--- src/rtl/read_miss_queue_if.sv ---
// read_miss_queue_if: miss, CXL read-request and retire signals of the read-miss address queue.
`ifndef AXI_ADDR_WIDTH
`define AXI_ADDR_WIDTH 32
`endif
interface read_miss_queue_if #(
  parameter int ADDR_WIDTH = `AXI_ADDR_WIDTH,
  parameter int PTR_W = 4
);
  logic miss_valid_i;
  logic miss_ready_o;
  logic [ADDR_WIDTH-1:0] miss_addr_i;
  logic cxl_arvalid_o;
  logic cxl_arready_i;
  logic [ADDR_WIDTH-1:0] cxl_araddr_o;
  logic read_en_i;
  logic empty_o;
  logic [ADDR_WIDTH-1:0] ar_o;
  logic [PTR_W-1:0] inflight_o;
  logic [PTR_W-1:0] count_o;
  logic err_o;
  modport master (
    output miss_valid_i, miss_addr_i, cxl_arready_i, read_en_i,
    input miss_ready_o, cxl_arvalid_o, cxl_araddr_o, empty_o, ar_o, inflight_o, count_o, err_o
  );
  modport slave (
    input miss_valid_i, miss_addr_i, cxl_arready_i, read_en_i,
    output miss_ready_o, cxl_arvalid_o, cxl_araddr_o, empty_o, ar_o, inflight_o, count_o, err_o
  );
endinterface

--- src/rtl/read_miss_queue.sv ---
// read_miss_queue: circular buffer with write/issue/retire pointers so CXL request order equals data-return order.
`ifndef AXI_ADDR_WIDTH
`define AXI_ADDR_WIDTH 32
`endif
module read_miss_queue #(
  parameter int ADDR_WIDTH = `AXI_ADDR_WIDTH,
  parameter int DEPTH = 8,
  parameter int PTR_W = $clog2(DEPTH) + 1
) (
  input logic clk,
  input logic rst,
  read_miss_queue_if.slave bus
);
  localparam int IW = $clog2(DEPTH);
  logic [ADDR_WIDTH-1:0] mem [DEPTH];
  logic [PTR_W-1:0] wr, iss, rd, count;
  logic ready, arvalid, empty, err, push, issue, retire;
  assign count = wr - rd;
  assign ready = count != PTR_W'(DEPTH);
  assign arvalid = iss != wr;
  assign empty = rd == iss;
  assign push = bus.miss_valid_i & ready;
  assign issue = arvalid & bus.cxl_arready_i;
  assign retire = bus.read_en_i & ~empty;
  assign bus.miss_ready_o = ready;
  assign bus.cxl_arvalid_o = arvalid;
  assign bus.cxl_araddr_o = mem[iss[IW-1:0]];
  assign bus.empty_o = empty;
  assign bus.ar_o = mem[rd[IW-1:0]];
  assign bus.inflight_o = iss - rd;
  assign bus.count_o = count;
  assign bus.err_o = err;
  // Wrap bit in the pointer MSB separates full (count==DEPTH) from empty.
  always_ff @(posedge clk or posedge rst) begin
    if (rst) begin
      wr <= '0;
      iss <= '0;
      rd <= '0;
      err <= 1'b0;
      for (int i = 0; i < DEPTH; i++) mem[i] <= '0;
    end else begin
      if (push) begin
        mem[wr[IW-1:0]] <= bus.miss_addr_i;
        wr <= wr + PTR_W'(1);
      end
      if (issue) iss <= iss + PTR_W'(1);
      if (retire) rd <= rd + PTR_W'(1);
      if (bus.read_en_i & empty) err <= 1'b1;
    end
  end
endmodule

--- src/flat_wrapper.sv ---
// flat-port wrapper written by rule: the top's interface ports become plain ports
module read_miss_queue_flat 
#(
  parameter int ADDR_WIDTH = `AXI_ADDR_WIDTH,
  parameter int DEPTH = 8,
  parameter int PTR_W = $clog2(DEPTH) + 1
)
  (clk, rst, bus_miss_valid_i, bus_miss_addr_i, bus_cxl_arready_i, bus_read_en_i, bus_miss_ready_o, bus_cxl_arvalid_o, bus_cxl_araddr_o, bus_empty_o, bus_ar_o, bus_inflight_o, bus_count_o, bus_err_o);
  read_miss_queue_if #(.ADDR_WIDTH(ADDR_WIDTH), .PTR_W(PTR_W)) bus_i ();
  input logic clk;
  input logic rst;
  input wire logic [$bits(bus_i.miss_valid_i)-1:0] bus_miss_valid_i;
  input wire logic [$bits(bus_i.miss_addr_i)-1:0] bus_miss_addr_i;
  input wire logic [$bits(bus_i.cxl_arready_i)-1:0] bus_cxl_arready_i;
  input wire logic [$bits(bus_i.read_en_i)-1:0] bus_read_en_i;
  output wire logic [$bits(bus_i.miss_ready_o)-1:0] bus_miss_ready_o;
  output wire logic [$bits(bus_i.cxl_arvalid_o)-1:0] bus_cxl_arvalid_o;
  output wire logic [$bits(bus_i.cxl_araddr_o)-1:0] bus_cxl_araddr_o;
  output wire logic [$bits(bus_i.empty_o)-1:0] bus_empty_o;
  output wire logic [$bits(bus_i.ar_o)-1:0] bus_ar_o;
  output wire logic [$bits(bus_i.inflight_o)-1:0] bus_inflight_o;
  output wire logic [$bits(bus_i.count_o)-1:0] bus_count_o;
  output wire logic [$bits(bus_i.err_o)-1:0] bus_err_o;
  assign bus_i.miss_valid_i = bus_miss_valid_i;
  assign bus_i.miss_addr_i = bus_miss_addr_i;
  assign bus_i.cxl_arready_i = bus_cxl_arready_i;
  assign bus_i.read_en_i = bus_read_en_i;
  assign bus_miss_ready_o = bus_i.miss_ready_o;
  assign bus_cxl_arvalid_o = bus_i.cxl_arvalid_o;
  assign bus_cxl_araddr_o = bus_i.cxl_araddr_o;
  assign bus_empty_o = bus_i.empty_o;
  assign bus_ar_o = bus_i.ar_o;
  assign bus_inflight_o = bus_i.inflight_o;
  assign bus_count_o = bus_i.count_o;
  assign bus_err_o = bus_i.err_o;
  read_miss_queue #(.ADDR_WIDTH(ADDR_WIDTH), .DEPTH(DEPTH), .PTR_W(PTR_W)) u_core (.clk(clk), .rst(rst), .bus(bus_i));
endmodule
--- config.mk ---
export PLATFORM = sky130hd
export DESIGN_NAME = read_miss_queue_flat
export DESIGN_NICKNAME = d
export VERILOG_FILES = /design/src/rtl/read_miss_queue_if.sv /design/src/rtl/read_miss_queue.sv /design/src/flat_wrapper.sv
export SDC_FILE = /design/constraint.sdc
export NUM_CORES = 1
export LEC_CHECK = 0
export ABC_CLOCK_PERIOD_IN_PS = 9860
export CORE_MARGIN = 10
export CORE_UTILIZATION = 53
export CTS_CLUSTER_SIZE = 8
export DETAILED_ROUTE_END_ITERATION = 12
export PLACE_DENSITY = 0.87
export REMOVE_ABC_BUFFERS = 1
export SYNTH_ARGS = -nofsm -noshare
export SYNTH_HDL_FRONTEND = slang
export SYNTH_SLANG_ARGS = --single-unit
export TNS_END_PERCENT = 30
--- constraint.sdc ---
create_clock -name clk -period 9.86 [get_ports clk]
set_input_delay 2.958 -clock clk [delete_from_list [all_inputs] [get_ports clk]]
set_output_delay 2.958 -clock clk [all_outputs]
set_load 0.1 [all_outputs]
# After elaboration in Yosys (flattened, before gate mapping)
# Cells that the tools add are included.
# totals
ff_bits	269
input_bits	37
# op_classes
n_addsub	5
n_lt_le_gt_ge	4
n_eq_ne	3
mux	9
bitwise_logic	8
n_reduce_logical	1
# ops
cell	count
256-bit bitwise mux	1
32-bit binary-select mux with 3-bit select	2
32-bit two-way mux	5
32-bit demux with 3-bit select	1
4-bit by 1-bit adder with 4-bit output (second input constant)	3
4-bit greater-or-equal comparator (second input constant)	3
3-bit inverter with 4-bit output	3
4-bit subtractor	2
1-bit AND	4
4-bit equality test	1
4-bit by 1-bit less-than comparator with 1-bit output (second input constant)	1
4-bit inequality test	1
4-bit inequality test (second input constant)	1
1-bit logical AND	1
1-bit inverter	1

# Logic depth before layout (Yosys ltp)
# depth
ltp_word	6
mapped_depth	12

# Worst setup path before layout
# No wires, ideal clock.
# synth_path
kind	reg2out
start	register u_core.rd[1]
end	output bus_miss_ready_o
arrival_time_ns	4.222
t_required_ns	6.902
setup_slack_ns	2.680
stages_incl_launch_ff	10
path_buffers	3
path_cell_list	dfrtp_1 > clkbuf_1 > buf_1 > inv_1 > fa_1 > xor2_1 > or3_1 > a21oi_2 > buf_6 > inv_1
# synth_via
elab_chain_len	2
# synth_rtl
element	line_no	rtl
start: declaration	read_miss_queue.sv:16	logic [PTR_W-1:0] wr, iss, rd, count;
start signal: assignment	read_miss_queue.sv:47	if (retire) rd <= rd + PTR_W'(1);
4-bit subtractor	read_miss_queue.sv:18	assign count = wr - rd;
via bus_count_o[2]	flat_wrapper.sv:22	output wire logic [$bits(bus_i.count_o)-1:0] bus_count_o;
4-bit inequality test	read_miss_queue.sv:19	assign ready = count != PTR_W'(DEPTH);
end: declaration	flat_wrapper.sv:16	output wire logic [$bits(bus_i.miss_ready_o)-1:0] bus_miss_ready_o;
# The timed path passes the listed nets, and every way through them passes these cells.

# Worst setup path in the final report
# layout_path
start	register u_core.rd[0]
end	output bus_miss_ready_o
# layout_via
elab_chain_len	2
# layout_rtl
element	line_no
4-bit subtractor	read_miss_queue.sv:18
4-bit inequality test	read_miss_queue.sv:19
# Every way passes these cells.

==> run metrics <==
status complete, no violations; Fmax about 140 MHz; Mean Syn Cell Area between 15 and 20 um2; Synth Register Bits roughly 270; post-CTS resize count 0; final hold violations 0; Final min period 7.24 ns; kind of critical path flop to primary output; 1st-iter DRT viols 561; Worst Hold Slack about 0.45 ns; # Post-CTS Setup Buffers 0; Initial Util 54.0%; Final Cycle Share between 70 and 80%; first-pass GRT wire length approximately 55000 um; io pins approximately 110; most common cell after layout, fill and taps aside dfrtp_1; Worst-Skew Late Latency 0.51 ns; initial antenna violation count 0; Reg clk slew, reported paths 0.05 ns; layout cells sized above 1 between 40% and 50%; critical path data required time 6.90 ns; Max Cap Violations 0; Core ar. approximately 0.027 mm2; hold_buf cts 0; final setup vio count 0; NumNets Final 1082; Inst Count DP between 1000 and 1500; GR Util All Layers about a fifth; drt drc 0; RR Startpoint u_core.rd[0]$_DFFE_PP0P_; die height around 190 um; TritonCTS Buffers 39; maximum clock path buffer count 3; actual slew at the worst max-slew pin ~1.0 ns; synthesized area about 0.015 mm2; CP startpoint kind flop; Avg WL per Cell between 20 and 30 um; Final Wtd Congestion approximately 0.76; routed vias between 8000 and 9000; clk sink count 269; hold path endpoint u_core.bus.err_o$_DFFE_PP0P_; Distinct cells, synth 35; most frequent cells in the layout dfrtp_1, mux2_2, mux4_2; worst min path class flop to flop; GR Overflow Total 0; worst r2r path cells 9; Finished Layout Cells 1379; H-tree lvl count 2; Syn-to-layout area delta 15.9%; Port Buffers between 100 and 150; area of the multi-input gates between 0.007 and 0.008 mm2; root buf cell clkbuf_16; RR Endpoint u_core.mem[254]$_DFFE_PP0P_; post-DR vias/cell 6.29; Routed WL between 30000 and 40000 um; Slew Limit Fails 0; Critical Path AT around 4.3 ns; Max Fanout on Critical Path 37; Filler cells between 1500 and 2000; Crit. End Element primary output; DP Area roughly 0.016 mm2; Syn. warnings 0; RSZ-0062 raised after global routing no; Layout Skew 0.0182 ns; DP Wirelength ~19000 um; design area 0.0169 mm2; Hold Crit Depth 1; row cnt 60; Post-DRT Antenna Nets 0; Hold Crit Start u_core.bus.err_o$_DFFE_PP0P_; largest net degree at the start of global routing 148; cell count after synthesis between 900 and 1000; drt first pass iters 5; vias in the first global route approximately 9400; DIE AREA between 0.03 and 0.04 mm2; register area 0.00674 mm2; CTS tree done; n_diodes 0; register area share after synthesis 46.1%; worst rel slew slack 30.0%; setup slack, reg-to-reg ~5.7 ns; Chip Width 186 um
## registers in the layout, summed over array words and instances (netlist names)
signal            cells
u_core.rd             4
u_core.wr             4
u_core.iss            4
u_core.mem          256
u_core.bus.err_o      1
## synth_stat cells (all sizes together)
| library cell | n | area [um2] |
|---|---|---|
| o21ai | 2 | 10.0 |
| o31ai | 1 | 7.51 |
| a21o | 3 | 22.5 |
| inv | 12 | 45.0 |
| or4b | 2 | 23.8 |
| nor2b | 1 | 6.26 |
| or2 | 1 | 6.26 |
| dfrtp | 269 | 6730 |
| and3b | 1 | 8.76 |
| and3 | 1 | 6.26 |
| fa | 2 | 40.0 |
| nand3 | 2 | 10.0 |
| nand4 | 3 | 18.8 |
| nor4b | 2 | 30.0 |
| nor3 | 3 | 15.0 |
| ha | 9 | 113 |
| or4 | 2 | 15.0 |
| xor2 | 8 | 70.1 |
| xnor2 | 10 | 87.6 |
| nand2 | 104 | 390 |
| mux2 | 290 | 3600 |
| nor2 | 4 | 15.0 |
| clkbuf | 26 | 97.6 |
| buf | 46 | 312 |
| mux4 | 128 | 2880 |
| nand2b | 1 | 6.26 |
| or3 | 2 | 12.5 |
| a21oi | 3 | 18.8 |
## cell type report
cell class / count / area share [%]
flip-flops and latches: 269 / 39.8
well taps: 341 / 2.52
clock inverters: 1 / 0.0517
clock buffers: 44 / 5.93
inverters: 12 / 0.310
repair buffers: 127 / 7.36
multi-input cells: 585 / 44.0
## logic make-up (layout without fill, tap and decap cells)
| group | Yosys count | count (layout) | synth area share (%) |
|---|---|---|---|
| AOI/OAI and AO/OA | 9 | 9 | 0.403 |
| adders and majority gates | 11 | 11 | 1.05 |
| DFF | 269 | 269 | 46.1 |
| and+or+nand+nor | 129 | 129 | 3.86 |
| muxes | 418 | 418 | 44.4 |
| buffers and inverters | 84 | 184 | 3.11 |
| xor gates and xnor gates | 18 | 18 | 1.08 |
## worst max path at each step
stage	slack [ns]	to	startpoint	cells after the start
3_5_place_dp	3.10	bus_miss_ready_o	u_core.rd[0]$_DFFE_PP0P_	8
5_1_grt	2.32	bus_miss_ready_o	u_core.rd[0]$_DFFE_PP0P_	8
4_1_cts	2.57	bus_miss_ready_o	u_core.rd[0]$_DFFE_PP0P_	8
6_report	2.62	bus_miss_ready_o	u_core.rd[0]$_DFFE_PP0P_	8
3_3_place_gp	3.18	bus_miss_ready_o	u_core.rd[0]$_DFFE_PP0P_	8
2_1_floorplan	-0.51	u_core.bus.err_o$_DFFE_PP0P_	rst	1
## worst max-delay path: stages (launching register included)
cell and delay, ns:
dfrtp_4 0.91, ha_1 0.29, inv_1 0.06, fa_1 0.37
xor2_1 0.17, or3_1 0.36, a21oi_2 0.54, inv_1 0.09
clkdlybuf4s50_1 0.99
## metal layers
metal / track usage (%) / part of all wire [%]
met4: 6.42 / 2.1
met3: 3.72 / 5.4
met5: 0 / 0
met2: 33.6 / 49
met1: 27.7 / 43
## per-stage QoR
| step | worst slack [ns] | TNS, ns | util, % |
|---|---|---|---|
| finish | 2.62 | 0 | 62.7 |
| global placement | 3.18 | 0 | 58.9 |
| detailed placement | 3.10 | 0 | 58.9 |
| global route | 2.32 | 0 | 62.7 |
| floorplan | -0.508 | -136.74 | - |
| CTS | 2.57 | 0 | 62.7 |
Power is not shown: default switching activity piles up to over one toggle a cycle in this logic, so the estimate is an artifact.
